--- config.mk ---
export PLATFORM = sky130hd
export DESIGN_NAME = irq_conditioner
export DESIGN_NICKNAME = d
export VERILOG_FILES = /design/src/rtl/irq_conditioner.sv
export SDC_FILE = /design/constraint.sdc
export NUM_CORES = 1
export LEC_CHECK = 0
export CAP_MARGIN = 40
export CORE_UTILIZATION = 50
export DETAILED_ROUTE_END_ITERATION = 8
export GPL_TIMING_DRIVEN = 0
export PLACE_DENSITY = 0.81
export SLEW_MARGIN = 20
export SYNTH_ARGS = -nofsm -noshare
export SYNTH_HDL_FRONTEND = slang
export SYNTH_SLANG_ARGS = --single-unit
export TNS_END_PERCENT = 100
--- constraint.sdc ---
create_clock -name clk -period 1.7 [get_ports clk]
set_input_delay 0.34 -clock clk [delete_from_list [all_inputs] [get_ports clk]]
set_output_delay 0.34 -clock clk [all_outputs]
set_load 0.01 [all_outputs]
--- src/rtl/irq_conditioner.sv ---
// Per-channel interrupt conditioner: synchronizer, debounce filter, rising-edge
// detect and a pending latch held until the CPU acknowledges it.
module irq_conditioner #(
    parameter int N_IRQ           = 3,
    parameter int DEBOUNCE_CYCLES = 4,
    parameter int ACTIVE_HIGH     = 1
) (
    input  logic             clk,
    input  logic             clr,
    input  logic [N_IRQ-1:0] irq_raw,
    input  logic [N_IRQ-1:0] irq_ack,
    output logic [N_IRQ-1:0] irq_pending,
    output logic [N_IRQ-1:0] irq_level,
    output logic [N_IRQ-1:0] irq_lost
);

    localparam int                CNT_W    = $clog2(DEBOUNCE_CYCLES + 1);
    localparam logic [CNT_W-1:0] CNT_LAST = CNT_W'(DEBOUNCE_CYCLES - 1);
    localparam logic [CNT_W-1:0] CNT_ZERO = {CNT_W{1'b0}};
    localparam logic [CNT_W-1:0] CNT_ONE  = CNT_W'(1);

    logic [N_IRQ-1:0] in_s;
    logic [N_IRQ-1:0] sync1_r;
    logic [N_IRQ-1:0] sync2_r;
    logic [N_IRQ-1:0] stable_r;
    logic [CNT_W-1:0] cnt_r [N_IRQ];
    logic [N_IRQ-1:0] accept_s;
    logic [N_IRQ-1:0] rise_s;

    // Normalise input polarity so everything downstream treats 1 as asserted.
    always_comb begin
        if (ACTIVE_HIGH != 0) begin
            in_s = irq_raw;
        end else begin
            in_s = ~irq_raw;
        end
    end

    // Accept a new level once it has disagreed with stable for the full window.
    always_comb begin
        accept_s = {N_IRQ{1'b0}};
        rise_s   = {N_IRQ{1'b0}};
        for (int i = 0; i < N_IRQ; i++) begin
            if ((sync2_r[i] != stable_r[i]) && (cnt_r[i] == CNT_LAST)) begin
                accept_s[i] = 1'b1;
            end else begin
                accept_s[i] = 1'b0;
            end
            rise_s[i] = accept_s[i] & sync2_r[i];
        end
    end

    // Synchronizer, debounce counters, pending latch and sticky over-run flags.
    always_ff @(posedge clk) begin
        if (clr) begin
            sync1_r     <= {N_IRQ{1'b0}};
            sync2_r     <= {N_IRQ{1'b0}};
            stable_r    <= {N_IRQ{1'b0}};
            irq_pending <= {N_IRQ{1'b0}};
            irq_lost    <= {N_IRQ{1'b0}};
            for (int i = 0; i < N_IRQ; i++) begin
                cnt_r[i] <= CNT_ZERO;
            end
        end else begin
            sync1_r     <= in_s;
            sync2_r     <= sync1_r;
            // Set wins over ack so an edge coinciding with the acknowledge is kept.
            irq_pending <= rise_s | (irq_pending & ~irq_ack);
            irq_lost    <= irq_lost | (rise_s & irq_pending & ~irq_ack);
            for (int i = 0; i < N_IRQ; i++) begin
                if (sync2_r[i] == stable_r[i]) begin
                    cnt_r[i] <= CNT_ZERO;
                end else if (accept_s[i]) begin
                    stable_r[i] <= sync2_r[i];
                    cnt_r[i]    <= CNT_ZERO;
                end else begin
                    cnt_r[i] <= cnt_r[i] + CNT_ONE;
                end
            end
        end
    end

    assign irq_level = stable_r;

endmodule

==> flow_summary_export.csv <==
group,metric,value,unit
placement,portBuffers,15,
die,initial_core_util,55.6,%
clocking,htreeDepth,1,
placement,placed_area,1200,sq um
setup_path,cp_top_family,"buffers and inverters",
clocking,clk_path_buf_depth,2,
power_and_ir_drop,switching_share,20.0,%
final_layout,drive_gt1_share,10.7,%
clocking,clkLatencyLatePin,0.30,ns
synthesis,synth.top_cell.area_share,30.3,%
sta,clock_skew,0.00862,ns
placement,place_hpwl,1.03,mm
synthesis,ys_types,20,
sta,final-max-slew-violation-count,0,
clocking,cts_hold_buf,0,
clocking,postCtsSetupRepairBufs,0,
drt,drt_iter0_markers,8,
setup_path,cp_num_buf_inv,1,
run_status,status,"completed",
global_route,grt_max_degree,14,
setup_path,crit_chain,"clkdlybuf4s50_1",
synthesis,synth_common_cells,"dfxtp_1, edfxtp_1, ha_1, nand2b_1, nor4_1",
synthesis,netlist_top_cells_area,"dfxtp_1, edfxtp_1, ha_1",
sta,setup-violations-final,0,
synthesis,synth.avg_cell_area,13.0,sq um
synthesis,synth_most_common_cell,"dfxtp_1",
die,coreArea,1780,sq um
power_and_ir_drop,combPwrFrac,7.0,%
setup_path,worst_path_max_delay_cell,"clkdlybuf4s50_1",
synthesis,ys_ff_latch,24,
clocking,cts_resized,0,
clocking,clk_pin_slew,0.13,ns
die,rows,15,
sta,whs,0.217,ns
clocking,cts_sinks,24,
final_layout,diodes,0,
final_layout,stdcell_area,1240,sq um
global_route,gr-total-overflow,0,
clocking,root_buffer,"clkbuf_4",
sta,min_period_over_period,94.0,%
global_route,grt_pass1_wl,2.10,mm
synthesis,synth_edf_count,9,
drt,drt_first_pass_iters,4,
drt,via_count,599,
synthesis,netlist_instances,76,
setup_path,max_stage_delay,0.56,ns
synthesis,synth_warnings,0,
final_layout,area_delta_synth_final,25.0,%
synthesis,syn-cell-area,991,sq um
placement,routabilityCongestion,0.675,
final_layout,final_nets,118,
setup_path,worstSetupStartpointType,"register",
clocking,numCtsBuffers,3,
power_and_ir_drop,clockPowerShare,29.5,%
drt,antenna_left,0,
power_and_ir_drop,p_leak,0.466,nW
setup_path,cp.arrival,1.26,ns
sta,hold_viol,0,
synthesis,synth_top_area_cell,"dfxtp_1",
die,pin_count,17,
sta,max_clock_freq,0.626,GHz
sta,rsz0062_at_grt,"false",
sta,finalCriticalPeriod,1.60,ns
clocking,cts_tree,"built",
power_and_ir_drop,vdd_drop_max,634,uV
die,die_y,46.5,um
run,cap_violations,0,
synthesis,yosysSeqAreaShare,57.6,%
power_and_ir_drop,p_seq_share,63.4,%
global_route,grt_usage,14.2,%
synthesis,synth_async_sr_flop_share,0,%
global_route,grt_pass1_vias,513,
setup_path,critical_path.max_fanout,4,
setup_path,crit_path_end_kind,"output port",
die,dieArea,2160,sq um
global_route,antenna_found_initial,0,
sta,setup_tns,0,ns
die,die_w,46.5,um
drt,wl,1.36,mm
hold_path,holdCritPathClass,"in2reg",
synthesis,ys.flop_type,"dfxtp_1",
power_and_ir_drop,p_int,0.783,mW
setup_path,critical_path_class,"reg2out",
drt,wl_per_cell,10.6,um
drt,drc,0,
drt,via_per_inst,4.68,
power_and_ir_drop,powerDensity,790,nW/um^2
setup_path,cp.required,1.36,ns
power_and_ir_drop,power.switching,0.196,mW
-- per-stage QoR --
stage                     setup WS (ns)  util (%)  total power, mW  cells
final                             0.102      69.5            0.979    128
after global routing             0.0379      69.5             1.02    128
after CTS                        0.0830      69.5            0.994    128
after detailed placement          0.350      67.4            0.703    124
after global placement            0.395      67.4            0.701    124
after floorplan                   0.445         -            0.678     84
-- state kept, by name (all words and copies together), names as in the netlist --
name         flops
irq_pending      3
sync2_r          3
irq_lost         3
cnt_r            9
irq_level        3
sync1_r          3
-- worst paths after layout --
kind,depth (start not counted),to,slack (ns),from
worst max register to register,3,cnt_r[2][2],0.32,cnt_r[2][0]
worst min-delay path,2,sync2_r[0],0.22,clr
worst min register to register,1,sync2_r[2],0.45,sync1_r[2]
worst max-delay path,1,irq_level[1],0.10,irq_level[1]
-- cell type report --
cell class | count | area, sq um
fill | 136 | 544
tap | 25 | 31.3
buffer | 3 | 33.8
timing repair buffer | 15 | 150
sequential | 24 | 571
clock buffer | 4 | 36.3
inverter | 3 | 11.3
multi-input combinational | 54 | 405
-- power groups by stage --
stage / Clock [mW] / Sequential, mW / Combinational [mW]
after floorplan: 0 / 0.632 / 0.0460
after global placement: 0 / 0.633 / 0.0677
after detailed placement: 0 / 0.634 / 0.0689
after CTS: 0.304 / 0.621 / 0.0692
after global routing: 0.320 / 0.623 / 0.0769
final: 0.289 / 0.621 / 0.0688
-- routing by layer --
| metal | vias up | track usage (%) | part of all wire, % |
|---|---|---|---|
| met1 | 272 | 17.0 | 48 |
| met4 | 0 | 8.82 | 0.88 |
| li1 | 317 | - | - |
| met3 | 2 | 2.35 | 2.2 |
| met5 | - | 0 | 0 |
| met2 | 8 | 23.3 | 49 |
-- kinds of logic after synthesis --
group,share of synthesized area (%)
xor+xnor,2.65
simple gates,20.5
flops,57.6
compound gates,3.79
fa+ha+maj,7.58
mux,3.03
other cells,0.378
buf+inv,4.55
-- placed cells by master, fill, tap and decap left out, drive strengths merged --
master         netlist  final
nor4                 6      6
conb                 1      9
nor2                 3      3
dfxtp               15     15
buf                  3      3
edfxtp               9      9
inv                  3      3
and2b                4      4
clkbuf               0      4
o31ai                3      3
nand2b               6      6
mux2i                3      3
clkdlybuf4s50        0     15
xnor2                3      3
nor2b                2      2
nor4b                3      3
a21oi                3      3
nand3b               3      3
ha                   6      6
Power figures use the tool's default switching activity.
